### src/rtl/keypad_pkg.sv
// keypad_pkg
// Shared definitions for the 4x4 keypad scanner:
//   state_t     - debounce FSM states
//   scan_res_t  - per-scan classification (no key / one key / several keys)
//   COL_DRIVE_* - active-low one-hot column drive patterns
//   col_drive() - column index to drive pattern
//   key_lookup()- (column index, active-low row pattern) to 4-bit key code
package keypad_pkg;

  typedef enum logic [1:0] {
    ST_IDLE,
    ST_DB_PRESS,
    ST_HELD,
    ST_DB_RELEASE
  } state_t;

  typedef enum logic [1:0] {
    RES_NONE,
    RES_SINGLE,
    RES_MULTI
  } scan_res_t;

  localparam logic [3:0] COL_DRIVE_0 = 4'b0111;
  localparam logic [3:0] COL_DRIVE_1 = 4'b1011;
  localparam logic [3:0] COL_DRIVE_2 = 4'b1101;
  localparam logic [3:0] COL_DRIVE_3 = 4'b1110;

  function automatic logic [3:0] col_drive(input logic [1:0] col_idx);
    logic [3:0] drive;
    case (col_idx)
      2'd0:    drive = COL_DRIVE_0;
      2'd1:    drive = COL_DRIVE_1;
      2'd2:    drive = COL_DRIVE_2;
      default: drive = COL_DRIVE_3;
    endcase
    return drive;
  endfunction

  // Only meaningful for a row pattern with exactly one zero; anything
  // else falls into the last row slot and is never used by the caller.
  function automatic logic [3:0] key_lookup(input logic [1:0] col_idx,
                                            input logic [3:0] row);
    logic [1:0] row_idx;
    logic [3:0] code;
    case (row)
      4'b0111: row_idx = 2'd0;
      4'b1011: row_idx = 2'd1;
      4'b1101: row_idx = 2'd2;
      default: row_idx = 2'd3;
    endcase
    case ({col_idx, row_idx})
      4'h0:    code = 4'h1;
      4'h1:    code = 4'h4;
      4'h2:    code = 4'h7;
      4'h3:    code = 4'h0;
      4'h4:    code = 4'h2;
      4'h5:    code = 4'h5;
      4'h6:    code = 4'h8;
      4'h7:    code = 4'hF;
      4'h8:    code = 4'h3;
      4'h9:    code = 4'h6;
      4'hA:    code = 4'h9;
      4'hB:    code = 4'hE;
      4'hC:    code = 4'hA;
      4'hD:    code = 4'hB;
      4'hE:    code = 4'hC;
      default: code = 4'hD;
    endcase
    return code;
  endfunction

endpackage

### src/rtl/keypad_event_fifo.sv
// keypad_event_fifo
// 4-entry x 4-bit first-in first-out buffer for key events.
// Ports:
//   i_clk, i_rst_n   - clock, asynchronous active-low reset
//   i_push, i_data   - write request and key code
//   i_ready          - consumer accepts the head entry (pop when o_valid)
//   i_clr_overflow   - clears the sticky overflow flag
//   o_head, o_valid  - head entry and non-empty indication
//   o_overflow       - sticky: a push was dropped because the buffer was full
module keypad_event_fifo (
  input  logic       i_clk,
  input  logic       i_rst_n,
  input  logic       i_push,
  input  logic [3:0] i_data,
  input  logic       i_ready,
  input  logic       i_clr_overflow,
  output logic [3:0] o_head,
  output logic       o_valid,
  output logic       o_overflow
);

  logic [3:0] r_mem [4];
  logic [1:0] r_rd_ptr;
  logic [1:0] r_wr_ptr;
  logic [2:0] r_count;
  logic       r_overflow;

  logic w_empty;
  logic w_full;
  logic w_pop;
  logic w_push_ok;
  logic w_drop;

  assign w_empty   = (r_count == 3'd0);
  assign w_full    = (r_count == 3'd4);
  assign w_pop     = !w_empty && i_ready;
  // A pop in the same cycle frees the slot, so a push into a full buffer
  // still succeeds; when full the write slot equals the slot being popped.
  assign w_push_ok = i_push && (!w_full || w_pop);
  assign w_drop    = i_push && w_full && !w_pop;

  always_ff @(posedge i_clk or negedge i_rst_n) begin
    if (!i_rst_n) begin
      for (int i = 0; i < 4; i++) r_mem[i] <= '0;
      r_rd_ptr   <= '0;
      r_wr_ptr   <= '0;
      r_count    <= '0;
      r_overflow <= 1'b0;
    end else begin
      if (w_push_ok) begin
        r_mem[r_wr_ptr] <= i_data;
        r_wr_ptr        <= r_wr_ptr + 2'd1;
      end
      if (w_pop) r_rd_ptr <= r_rd_ptr + 2'd1;
      case ({w_push_ok, w_pop})
        2'b10:   r_count <= r_count + 3'd1;
        2'b01:   r_count <= r_count - 3'd1;
        default: r_count <= r_count;
      endcase
      // A drop in the same cycle as a clear request leaves the flag set.
      if (w_drop)              r_overflow <= 1'b1;
      else if (i_clr_overflow) r_overflow <= 1'b0;
    end
  end

  assign o_head     = r_mem[r_rd_ptr];
  assign o_valid    = !w_empty;
  assign o_overflow = r_overflow;

endmodule

### src/rtl/keypad_scan_ctrl.sv
// keypad_scan_ctrl
// Scans a 4x4 active-low keypad one column at a time, classifies each full
// scan, debounces press and release over whole scans and queues one event
// per physical press in a 4-entry FIFO.
// Ports:
//   clk_100MHz, reset_n  - clock, asynchronous active-low reset
//   row                  - keypad rows, active-low, already synchronized
//   col                  - column drive, one-hot active-low
//   key_code, key_valid  - FIFO head and non-empty flag
//   key_ready            - consumer accepts the head
//   key_held             - a debounced key is currently held
//   overflow             - sticky dropped-event flag, cleared by clr_overflow
module keypad_scan_ctrl #(
  parameter int CLK_PER_COL    = 100_000,
  parameter int SETTLE         = 10,
  parameter int DEBOUNCE_SCANS = 4
) (
  input  logic       clk_100MHz,
  input  logic       reset_n,
  input  logic [3:0] row,
  output logic [3:0] col,
  output logic [3:0] key_code,
  output logic       key_valid,
  input  logic       key_ready,
  output logic       key_held,
  output logic       overflow,
  input  logic       clr_overflow
);
  import keypad_pkg::*;

  localparam int TW = (CLK_PER_COL > 1) ? $clog2(CLK_PER_COL) : 1;
  localparam int CW = $clog2(DEBOUNCE_SCANS + 1);

  logic [TW-1:0] r_timer;
  logic [1:0]    r_col_idx;
  logic [3:0]    r_col;
  scan_res_t     r_acc_res;
  logic [3:0]    r_acc_code;
  state_t        r_state;
  logic [CW-1:0] r_cnt;
  logic [3:0]    r_cand;
  logic          r_key_held;

  logic          w_wrap;
  logic          w_sample;
  logic          w_eos;
  scan_res_t     w_row_res;
  scan_res_t     w_acc_res_next;
  logic [3:0]    w_acc_code_next;
  state_t        w_state_next;
  logic [CW-1:0] w_cnt_next;
  logic [CW-1:0] w_cnt_inc;
  logic          w_cnt_done;
  logic [3:0]    w_cand_next;
  logic          w_push;

  assign w_wrap   = (r_timer == TW'(CLK_PER_COL - 1));
  assign w_sample = (r_timer == TW'(SETTLE));
  assign w_eos    = w_wrap && (r_col_idx == 2'd3);

  // Column drive is registered alongside the index so it steps on the wrap.
  always_ff @(posedge clk_100MHz or negedge reset_n) begin
    if (!reset_n) begin
      r_timer   <= '0;
      r_col_idx <= '0;
      r_col     <= COL_DRIVE_0;
    end else if (w_wrap) begin
      r_timer   <= '0;
      r_col_idx <= r_col_idx + 2'd1;
      r_col     <= col_drive(r_col_idx + 2'd1);
    end else begin
      r_timer   <= r_timer + TW'(1);
    end
  end

  always_comb begin
    w_row_res = RES_MULTI;
    case (row)
      4'b1111:                               w_row_res = RES_NONE;
      4'b0111, 4'b1011, 4'b1101, 4'b1110:    w_row_res = RES_SINGLE;
      default:                               w_row_res = RES_MULTI;
    endcase
  end

  // A second key anywhere in the scan (same or different column) turns
  // the result into MULTI; MULTI never reverts until the next scan.
  always_comb begin
    w_acc_res_next  = r_acc_res;
    w_acc_code_next = r_acc_code;
    case (w_row_res)
      RES_SINGLE: begin
        if (r_acc_res == RES_NONE) begin
          w_acc_res_next  = RES_SINGLE;
          w_acc_code_next = key_lookup(r_col_idx, row);
        end else begin
          w_acc_res_next  = RES_MULTI;
        end
      end
      RES_MULTI: w_acc_res_next = RES_MULTI;
      default:   w_acc_res_next = r_acc_res;
    endcase
  end

  // The accumulator is cleared on the EOS edge, after the FSM has read it,
  // so every scan starts fresh at column 0.
  always_ff @(posedge clk_100MHz or negedge reset_n) begin
    if (!reset_n) begin
      r_acc_res  <= RES_NONE;
      r_acc_code <= '0;
    end else if (w_eos) begin
      r_acc_res  <= RES_NONE;
    end else if (w_sample) begin
      r_acc_res  <= w_acc_res_next;
      r_acc_code <= w_acc_code_next;
    end
  end

  always_ff @(posedge clk_100MHz or negedge reset_n) begin
    if (!reset_n) begin
      r_state    <= ST_IDLE;
      r_cnt      <= '0;
      r_cand     <= '0;
      r_key_held <= 1'b0;
    end else begin
      r_state    <= w_state_next;
      r_cnt      <= w_cnt_next;
      r_cand     <= w_cand_next;
      r_key_held <= (w_state_next == ST_HELD) || (w_state_next == ST_DB_RELEASE);
    end
  end

  assign w_cnt_inc  = (r_cnt == CW'(DEBOUNCE_SCANS)) ? r_cnt : r_cnt + CW'(1);
  assign w_cnt_done = (w_cnt_inc == CW'(DEBOUNCE_SCANS));

  // Decisions are taken only on the EOS cycle; between scans the state holds.
  always_comb begin
    w_state_next = r_state;
    w_cnt_next   = r_cnt;
    w_cand_next  = r_cand;
    w_push       = 1'b0;
    if (w_eos) begin
      case (r_state)
        ST_IDLE: begin
          if (r_acc_res == RES_SINGLE) begin
            w_cand_next  = r_acc_code;
            w_cnt_next   = CW'(1);
            w_state_next = ST_DB_PRESS;
          end
        end
        ST_DB_PRESS: begin
          if ((r_acc_res == RES_SINGLE) && (r_acc_code == r_cand)) begin
            if (w_cnt_done) begin
              w_push       = 1'b1;
              w_cnt_next   = '0;
              w_state_next = ST_HELD;
            end else begin
              w_cnt_next   = w_cnt_inc;
            end
          end else begin
            w_cnt_next   = '0;
            w_state_next = ST_IDLE;
          end
        end
        ST_HELD: begin
          if (r_acc_res == RES_NONE) begin
            w_cnt_next   = CW'(1);
            w_state_next = ST_DB_RELEASE;
          end
        end
        default: begin
          if (r_acc_res == RES_NONE) begin
            if (w_cnt_done) begin
              w_cnt_next   = '0;
              w_state_next = ST_IDLE;
            end else begin
              w_cnt_next   = w_cnt_inc;
            end
          end else begin
            w_cnt_next   = '0;
            w_state_next = ST_HELD;
          end
        end
      endcase
    end
  end

  keypad_event_fifo u_fifo (
    .i_clk          (clk_100MHz),
    .i_rst_n        (reset_n),
    .i_push         (w_push),
    .i_data         (r_cand),
    .i_ready        (key_ready),
    .i_clr_overflow (clr_overflow),
    .o_head         (key_code),
    .o_valid        (key_valid),
    .o_overflow     (overflow)
  );

  assign col      = r_col;
  assign key_held = r_key_held;

endmodule

### config.mk
export PLATFORM = sky130hd
export DESIGN_NAME = keypad_scan_ctrl
export DESIGN_NICKNAME = d
export VERILOG_FILES = /design/src/rtl/keypad_pkg.sv /design/src/rtl/keypad_event_fifo.sv /design/src/rtl/keypad_scan_ctrl.sv
export SDC_FILE = /design/constraint.sdc
export NUM_CORES = 1
export LEC_CHECK = 0
export CAP_MARGIN = 25
export CORE_ASPECT_RATIO = 2
export CORE_UTILIZATION = 64
export CTS_BUF_LIST = sky130_fd_sc_hd__clkbuf_8 sky130_fd_sc_hd__clkbuf_16
export DETAILED_ROUTE_END_ITERATION = 12
export GPL_TIMING_DRIVEN = 1
export PLACE_DENSITY = 0.85
export SLEW_MARGIN = 40
export SYNTH_ARGS = -nofsm -noshare
export SYNTH_HDL_FRONTEND = slang
export SYNTH_SLANG_ARGS = --single-unit
### constraint.sdc
create_clock -name clk_100MHz -period 9.4 [get_ports clk_100MHz]
set_input_delay 1.41 -clock clk_100MHz [delete_from_list [all_inputs] [get_ports clk_100MHz]]
set_output_delay 1.41 -clock clk_100MHz [all_outputs]
set_load 0.01 [all_outputs]
== Yosys cells after proc, flatten, opt, wreduce, memory -nomap -nowiden ==
Memories as Yosys holds them, arrays and structs flattened. A register that Yosys moved wholly into a read port is not among the register bits.
Cells that the tools add are included.

* Register bits after elaboration: 59
* Memory bits (read-only): 64
* Input bits: 8
* Output and inout bits: 11
* Logic and storage cells: 119
* Memories kept: 1

{| class="wikitable"
|+ Memory list
! name !! depth !! bits a word !! read ports !! clocked after Yosys merged registers in !! write ports !! RTL line !! source
|-
| (name not given) || 16 || 4 || 1 || 1 || 0 || keypad_pkg.sv:51 || <nowiki>case ({col_idx, row_idx})</nowiki>
|}

* Add/subtract/negate cells: 7
* Magnitude comparators: 3
* Eq/ne operators: 25
* Mux-type cells: 38
* Bitwise gates (word level): 3
* Reduce and logical (&&, ||, !) cells: 26

{| class="wikitable"
|+ Operator list
! kind !! count
|-
| 2-to-1 mux 2 bit || 12
|-
| 2-to-1 mux 3 bit || 6
|-
| adder 17 x 1 -> 17 bit (second input constant) || 1
|-
| equality test 17 bit (second input constant) || 1
|-
| equality test 17 x 4 -> 1 bit (second input constant) || 1
|-
| 2-to-1 mux 17 bit || 1
|-
| bitwise mux 16 bit || 1
|-
| equality test 4 bit (second input constant) || 4
|-
| equality test 2 bit (second input constant) || 7
|-
| 2-to-1 mux 4 bit || 3
|-
| case mux 2 bit (3 select lines) || 2
|-
| case mux 4 bit (3 select lines) || 1
|-
| equality test 2 x 1 -> 1 bit (second input constant) || 5
|-
| equality test 3 bit (second input constant) || 3
|-
| case mux 3 bit (3 select lines) || 1
|-
| binary-select mux 4 bit (select 2 bit) || 1
|-
| demux 4 bit (select 2 bit) || 1
|-
| case mux 2 bit (2 select lines) || 2
|-
| logical AND 1 bit || 7
|-
| adder 2 x 1 -> 2 bit (second input constant) || 3
|-
| adder 3 x 1 -> 3 bit (second input constant) || 2
|-
| >= comparator 3 bit (second input constant) || 2
|-
| logical NOT 2 bit || 3
|-
| 2-to-1 mux 1 bit || 6
|-
| 17 further kinds || 26
|}

== Depth between registers and ports, before layout ==
Gate-level depths: netlist (run 1).

* Word-level depth: 10
* Mapped depth: 12
* Depth with buffers taken out: 12

== Hierarchy ==
A second synthesis (run 1) with hierarchy kept.

* Cell total of the unflattened synthesis: 301
* Area total of the unflattened synthesis: 3378.2 um^2

{| class="wikitable"
|+ Modules (own cells, without submodules)
! module !! times used !! cells an instance !! area an instance (um^2) !! sequential area each (um^2)
|-
| keypad_scan_ctrl || 1 || 220 || 2227.1 || 979.7
|-
| keypad_event_fifo || 1 || 81 || 1151.1 || 600.6
|}

== Worst setup path before layout (run 1) ==
Ideal clock, no wire load.

* Path kind: input to register
* From: input port key_ready
* To: register u_fifo.r_count[2]
* Arrival: 3125 ps
* Setup slack: 6196 ps
* Cell stages on the path: 8
* Buffers on the path: 0
* Cell sequence: or4b_2 -> nand4_1 -> ha_1 -> inv_1 -> fa_1 -> xor2_1 -> nor2_1 -> xor2_1

* Word-level cells in the longest chain between the ends: 5
* Elaborated cells on any way between the ends: 7

{| class="wikitable"
|+ Ends and longest elaborated chain
! what !! RTL line !! source
|-
| from (decl) || keypad_scan_ctrl.sv:24 || <nowiki>input logic key_ready,</nowiki>
|-
| logical AND 1 bit * || keypad_event_fifo.sv:36 || <nowiki>assign w_pop = !w_empty && i_ready;</nowiki>
|-
| logical OR 1 bit || keypad_event_fifo.sv:39 || <nowiki>assign w_push_ok = i_push && (!w_full || w_pop);</nowiki>
|-
| logical AND 1 bit || keypad_event_fifo.sv:39 ||
|-
| equality test 2 x 1 -> 1 bit / equality test 2 bit (equally long branches) || keypad_event_fifo.sv:55 || <nowiki>case ({w_push_ok, w_pop})</nowiki>
|-
| case mux 3 bit (2 select lines) / nonzero test 2 bit (equally long branches) || - ||
|-
| to (signal assigned) || keypad_event_fifo.sv:56 || <nowiki>2'b10: r_count <= r_count + 3'd1;</nowiki>
|-
| to (signal assigned) || keypad_event_fifo.sv:57 || <nowiki>2'b01: r_count <= r_count - 3'd1;</nowiki>
|-
| to (signal assigned) || keypad_event_fifo.sv:58 || <nowiki>default: r_count <= r_count;</nowiki>
|-
| to (decl) || keypad_event_fifo.sv:25 || <nowiki>logic [2:0] r_count;</nowiki>
|}

Mark *: on every way between the ends. The rest lies on a longest branch, timed or not.
A chain may end at the register's enable or synchronous reset.

== Worst setup path after layout (run 1) ==
* From: register r_timer[12]
* To: register u_fifo.r_count[2]

* Word-level cells in the longest chain between the ends: 6
* Elaborated cells on any way between the ends: 8

{| class="wikitable"
|+ Ends and longest elaborated chain
! what !! RTL line !! source
|-
| from (decl) || keypad_scan_ctrl.sv:34 || <nowiki>logic [TW-1:0] r_timer;</nowiki>
|-
| from (signal assigned) || keypad_scan_ctrl.sv:72 || <nowiki>r_timer <= r_timer + TW'(1);</nowiki>
|-
| equality test 17 bit * || keypad_scan_ctrl.sv:57 || <nowiki>assign w_wrap = (r_timer == TW'(CLK_PER_COL - 1));</nowiki>
|-
| logical AND 1 bit * || keypad_scan_ctrl.sv:59 || <nowiki>assign w_eos = w_wrap && (r_col_idx == 2'd3);</nowiki>
|-
| 2-to-1 mux 1 bit * || keypad_scan_ctrl.sv:141 || <nowiki>if (w_eos) begin</nowiki>
|-
| logical AND 1 bit * || keypad_event_fifo.sv:39 ||
|-
| equality test 2 x 1 -> 1 bit / equality test 2 bit (equally long branches) || keypad_event_fifo.sv:55 ||
|-
| case mux 3 bit (2 select lines) / nonzero test 2 bit (equally long branches) || - ||
|}

Marks and branches as above.

==> impl_metrics.tcl, run 1 <==
set metrics [dict create \
    drive_above_1_share 0.1813 \
    final_hold_viol_count 0 \
    finalWirelength_mm 7.041 \
    critical-path-slowest-cell "or4_2" \
    cts_root_buffer "clkbuf_8" \
    layout.filler_cells 325 \
    multiInputGateArea_um2 1643 \
    globalRouteOverflowTotal 0 \
    final-instance-count-excl-fill 388 \
    cp_common_cell "xor2_1" \
    top_cells_by_area_synth "dfrtp_1 45%, mux2_2 7.5%, ha_1 5.7%" \
    drt_pre_antenna_iters 4 \
    post_synth_mux_area_share 0.1142 \
    worstPathRequired_ns 9.63 \
    worst_reg2reg_path_length_in_cells 11 \
    synth_top_area_cell "dfrtp_1" \
    num_antenna_cells 0 \
    synth_cells 301 \
    largest_family_of_logic_cells_by_synthesized_area "simple AND/OR/NAND/NOR gates" \
    cts.clk_slew.worst_paths_ns 0.07 \
    chipWidth_um 52.85 \
    synth_compound_gate_area_share 0.07259 \
    synth.net_count 325 \
    yosys.cell_count.top_type "dfrtp_1" \
    tritoncts "built" \
    grt_pass1_wl_mm 11.91 \
    cts_max_level 3 \
    critical_path.top_delay_family "simple AND/OR/NAND/NOR gates" \
    cts.hold.buffers_added 0 \
    drv.max_cap_violation_count 0 \
    timing.final.setup_violations 0 \
    core_area_um2 4910 \
    critical_path_buf_inv_count 2 \
    post_synth_most_frequent_cells "60 x dfrtp_1, 31 x nand2_1, 22 x mux2_2" \
    dpl.hpwl_mm 5.030 \
    die_area_um2 5480 \
    pwr-share-seq 0.521 \
    grt_usage 0.3031 \
    io_buffer_count 18 \
    boundaryPins 19 \
    final_period_minus_worst_setup_slack_ns 3.487 \
    routed-via-count 2374 \
    clock-sinks 63 \
    synth_simple_gate_area_share 0.1656 \
    arithmetic_cell_share_of_the_synthesized_area_counting_full_adders_half_adders_and_majority_gates 0.06881 \
    final_weighted_congestion_in_routability_driven_placement 0.8190 \
    route.detailed.drc 0 \
    synth_enable_flop_cells 0 \
    ctsLongestPathBuffers 2 \
    worst_pin_slew_ns 0.5519 \
    ys_types 51 \
    area_growth_syn_to_layout_pct 13.53 \
    nets 350 \
    critical_path_arrival_ns 3.72 \
    postSynth.asyncResetShare 1.000 \
    synth_area_per_cell_um2 10.99 \
    hold_path.class "register to register" \
    clock_power_share 0.444 \
    grt_max_degree 64 \
    leak_pwr_nw 1.682 \
    mappedNetlistArea_um2 3309 \
    critical_path_peak_fanout 5 \
    ir_worst_vdd_mv 0.1469 \
    cts-resized-gates 0 \
    worstSetupEndpointType "register" \
    timing.setup.tns_ns 0 \
    synth.ff_latch_count 63 \
    avgViaCountPerCell 6.119 \
    ys.warnings.count 0 \
    ys_dominant_reg_cell "dfrtp_1" \
    synth-seq-area-share 0.4775 \
    cts-buffers-inserted 9 \
    grt_antenna_before_repair 0 \
    drtIter0Drc 81 \
    internal_power_mw 0.4078 \
    crit_cells 11 \
    crit_type "register to register" \
    num_rows 36 \
    crit_chain "or4_1, or4_2, nor4_1, buf_4, nand4_1, ha_1, inv_1, fa_1, xor2_1, nor2_1, xor2_1" \
    placed_cells 372 \
    synth_top_area_share 0.4537 \
    seq_area_um2 1580 \
    synth-xor-area-share 0.07146 \
    post_cts.repair.setup_buffers 0 \
    power.switching_fraction 0.2252 \
    worst_case_clock_skew_ns 0.007642 \
    initial_utilization 0.6741 \
    max_slew_margin 0.6282 \
    chip_height_um 103.7 \
    power_frac_comb 0.036 \
    insertion_delay_ns 0.34 \
    maxClockFrequency_mhz 286.8 \
    final-max-slew-violation-count 0 \
    first_global_vias 2505 \
    period_utilisation_layout 0.3710 \
    power.switching_mw 0.1185 \
    antenna_left 0 \
    wl_per_cell_um 18.15 \
    power_density_nw_per_um2 140.1 \
    critical_path.max_stage_delay_ns 0.63 \
    grt_setup_unrepaired "false" \
    run_status "completed" \
    startpoint_types "register" \
    holdPathStages 2 \
]
-- per-layer routing --
layer / part of all wire / wire [um] / track usage / vias up
li1: - / - / - / 1114
met1: 0.35 / 2463 / 0.3082 / 1185
met2: 0.59 / 4141 / 0.5316 / 55
met3: 0.032 / 225 / 0.07636 / 20
met4: 0.030 / 210 / 0.1598 / 0
met5: 0 / 0 / 0 / -
-- per-stage QoR --
stage,hold slack [ns],utilization,worst slack (ns),cell area [um2],total power [mW]
2_1_floorplan,0.4470,-,6.196,3309,0.2864
3_3_place_gp,0.4726,0.7230,5.729,3550,0.2975
3_5_place_dp,0.4772,0.7243,5.605,3556,0.2978
4_1_cts,0.4909,0.7645,5.967,3754,0.5293
5_1_grt,0.5068,0.7653,5.821,3757,0.5444
6_report,0.4895,0.7653,5.913,3757,0.5263
-- area by class of cell --
cell class | count | area share
clock buffers | 10 | 0.03663
repair buffers | 22 | 0.05561
inverters | 15 | 0.01499
clock inverters | 6 | 0.01598
flip-flops and latches | 63 | 0.4206
well taps | 57 | 0.01898
multi-input cells | 215 | 0.4372
-- state kept, by name, summed over array words and instances (netlist names), 3 cells and up --
name and count:
r_acc_code 4, u_fifo.r_count 3, r_cand 4, u_fifo.r_mem 16
col 4, r_timer 17, r_cnt 3
-- power groups by stage --
| stage | combinational (mW) | clock (mW) | sequential [mW] |
|---|---|---|---|
| CTS | 0.0188 | 0.237 | 0.274 |
| finish | 0.0187 | 0.234 | 0.274 |
| global placement | 0.0185 | 0 | 0.279 |
| detailed placement | 0.0187 | 0 | 0.279 |
| global route | 0.0212 | 0.249 | 0.274 |
| floorplan | 0.00775 | 0 | 0.279 |
-- cell usage in the layout (no fill, tap or decap), drive strengths merged, types with 3 or more instances in the layout --
cell type,instances
inv,15
ha,15
buf,5
nand2,32
xor2,12
mux2i,4
nor4,3
or3,4
mux4,4
nand3,11
nor2,19
nor4bb,3
xnor2,15
dfstp,3
or4,4
clkdlybuf4s50,17
a31oi,3
clkbuf,10
nand4,8
dfrtp,60
o21ai,17
mux2,22
and3,3
a21oi,5
clkinv,3
-- worst paths after layout --
path	startpoint	to	slack, ns
setup / recovery	r_timer[12]	u_fifo.r_count[2]	5.91
hold / removal	col[2]	col[2]	0.49
setup reg to reg	r_timer[12]	u_fifo.r_count[2]	5.91
hold reg to reg	col[2]	col[2]	0.49
max in group asynchronous	reset_n	r_timer[14]	7.87
min in group asynchronous	reset_n	u_fifo.r_wr_ptr[1]	1.13
-- cells by family after synthesis --
kind of cell | count (synthesis)
AND/OR/NAND/NOR | 101
flip-flops | 63
AO/OA/AOI/OAI | 39
multiplexers | 30
XOR/XNOR | 27
buffers and inverters | 23
adder cells (fa/ha/maj) | 18
-- worst reg2reg max path: stages, from the launching register on --
cell	delay (ns)
dfrtp_1	0.43
or4_1	0.62
or4_2	0.63
nor4_1	0.47
buf_4	0.23
nand4_1	0.10
ha_1	0.25
inv_1	0.08
fa_1	0.18
xor2_1	0.15
nor2_1	0.08
xor2_1	0.15
Power figures use the tool's default switching activity.
==> run 2, diff against run 1 <==
--- a/config.mk
+++ b/config.mk
@@ -7,11 +7,11 @@
 export LEC_CHECK = 0
 export CAP_MARGIN = 25
 export CORE_ASPECT_RATIO = 2
-export CORE_UTILIZATION = 64
+export CORE_UTILIZATION = 59
 export CTS_BUF_LIST = sky130_fd_sc_hd__clkbuf_8 sky130_fd_sc_hd__clkbuf_16
 export DETAILED_ROUTE_END_ITERATION = 12
 export GPL_TIMING_DRIVEN = 1
-export PLACE_DENSITY = 0.85
+export PLACE_DENSITY = 0.79
 export SLEW_MARGIN = 40
 export SYNTH_ARGS = -nofsm -noshare
 export SYNTH_HDL_FRONTEND = slang
==> constraint.sdc (replaced) <==
create_clock -name clk_100MHz -period 3.4 [get_ports clk_100MHz]
set_input_delay 0.51 -clock clk_100MHz [delete_from_list [all_inputs] [get_ports clk_100MHz]]
set_output_delay 0.51 -clock clk_100MHz [all_outputs]
set_load 0.01 [all_outputs]
==> run 2 against run 1 <==
  * Fmax is 11% higher
  * Largest power group unchanged
  * Non-clock buffer count rose by 1
  * Sequential share of layout area shrank 0.26 points
  * Total power rose to 2.9 times the previous value
  * Design area rose by 0.63%
  * Via count is 1.6% lower
==> impl_metrics.tcl, run 2 (same netlist as run 1, synthesis figures left out) <==
set metrics [dict create \
    critical_path.max_stage_delay_ns 0.60 \
    num_rows 38 \
    max_slew_margin 0.5220 \
    grt_usage 0.2615 \
    avgViaCountPerCell 5.977 \
    critical_path_arrival_ns 3.42 \
    layout.cells.most_common "dfrtp_1" \
    period_utilisation_layout 0.9268 \
    post_cts.repair.setup_buffers 0 \
    dpl.hpwl_mm 4.884 \
    layout.filler_cells 421 \
    timing.final.setup_violations 0 \
    power_density_nw_per_um2 399.6 \
    final_period_minus_worst_setup_slack_ns 3.151 \
    hold_path.class "input pin to asynchronous set/reset pin" \
    drt_pre_antenna_iters 4 \
    grt_max_degree 50 \
    largest_register_ffs 17 \
    finalWirelength_mm 6.682 \
    crit_type "register to register" \
    maxClockFrequency_mhz 317.4 \
    drtIter0Drc 49 \
    routed-via-count 2337 \
    globalRouteOverflowTotal 0 \
    postLayoutCoreUtil 0.6976 \
    critical_path.top_delay_family "simple AND/OR/NAND/NOR gates" \
    num_antenna_cells 0 \
    chipWidth_um 54.96 \
    critical_path_peak_fanout 5 \
    antenna_left 0 \
    run_status "completed" \
    worst_pin_slew_ns 0.7111 \
    initial_utilization 0.6106 \
    drv.max_cap_violation_count 0 \
    worstSetupEndpointType "register" \
    area_growth_syn_to_layout_pct 14.25 \
    register_with_the_most_flip_flops "r_timer" \
    hold_ws_ns 0.1701 \
    die_area_um2 5931 \
    cts_root_buffer "clkbuf_8" \
    grt_pass1_wl_mm 10.81 \
    core_area_um2 5420 \
    leak_pwr_nw 1.699 \
    critical-path-slowest-cell "or4_1" \
    grt_antenna_before_repair 0 \
    ctsLongestPathBuffers 2 \
    clock-sinks 63 \
    drive_above_1_share 0.1782 \
    wl_per_cell_um 17.09 \
    final_hold_viol_count 0 \
    chip_height_um 107.9 \
    ir_worst_vdd_mv 0.3976 \
    first_global_vias 2439 \
    route.detailed.drc 0 \
    final_weighted_congestion_in_routability_driven_placement 0.8905 \
    largestRegisters "r_timer (17), u_fifo.r_mem (16)" \
    cts_max_level 3 \
    cts.clk_slew.worst_paths_ns 0.07 \
    critical_path_buf_inv_count 1 \
    boundaryPins 19 \
    crit_chain "or4_1, or4_2, nor4_2, nand4_1, ha_1, inv_1, fa_1, o21ai_0" \
    worstPathRequired_ns 3.67 \
    insertion_delay_ns 0.34 \
    worst_case_clock_skew_ns 0.008610 \
    nets 351 \
    io_buffer_count 18 \
    final-max-slew-violation-count 0 \
    final_cell_mix "60 x dfrtp_1, 31 x nand2_1, 22 x mux2_2" \
    tritoncts "built" \
    grt_setup_unrepaired "false" \
    startpoint_types "register" \
    timing.setup.tns_ns 0 \
    cts-buffers-inserted 9 \
]
-- run 2: area by class of cell --
type	count	area (um2)	share of cell area
clock inverter	5	73.82	0.01952
clock buffer	10	137.6	0.03640
sequential	63	1580	0.4179
multi-input combinational	215	1643	0.4345
tap	60	75.07	0.01985
inverter	15	56.30	0.01489
timing repair buffer	23	215.2	0.05692
-- run 2: worst register-to-register path, cell delays in order (launching register included) --
cell     delay, ns
dfrtp_1       0.44
or4_1         0.60
or4_2         0.60
nor4_2        0.33
nand4_1       0.17
ha_1          0.27
inv_1         0.08
fa_1          0.41
o21ai_0       0.18
-- run 2: stage by stage --
stage / power [mW] / setup slack [ns] / instances / area [um2]
floorplan: 0.7919 / 0.3567 / 301 / 3309
global placement: 0.8230 / 0.3097 / 376 / 3561
detailed placement: 0.8244 / 0.2107 / 376 / 3563
CTS: 1.522 / 0.1868 / 391 / 3775
global route: 1.558 / 0.09141 / 391 / 3781
finish: 1.511 / 0.2490 / 391 / 3781
-- run 2: what timing repair did --
action	in CTS	in global routing
gates resized for setup	0	1
hold buffers	0	0
setup endpoints to repair	0	1
-- run 2: path summary, 6_finish.rpt --
check / from / end / slack, ns / depth (start not counted)
setup / recovery: r_timer[12] / u_fifo.r_count[1] / 0.25 / 8
hold / removal: reset_n / u_fifo.r_wr_ptr[0] / 0.17 / 1
setup reg to reg: r_timer[12] / u_fifo.r_count[1] / 0.25 / 8
hold reg to reg: u_fifo.r_count[2] / u_fifo.r_count[2] / 0.48 / 1
max in group asynchronous: reset_n / u_fifo.r_mem[4] / 2.58 / 2
min in group clk_100MHz: u_fifo.r_count[2] / u_fifo.r_count[2] / 0.48 / 1
-- run 2: power breakdown --
part	total (mW)	leakage (nW)	internal [mW]	switching, mW
registers	0.758	0.836	0.754	0.00457
logic	0.0518	0.749	0.0201	0.0317
clock network	0.701	0.113	0.423	0.278
-- run 2: layer usage --
layer	track usage	part of all wire
met5	0	0
met1	0.2628	0.37
met4	0.1589	0.036
met3	0.05791	0.026
met2	0.4552	0.57
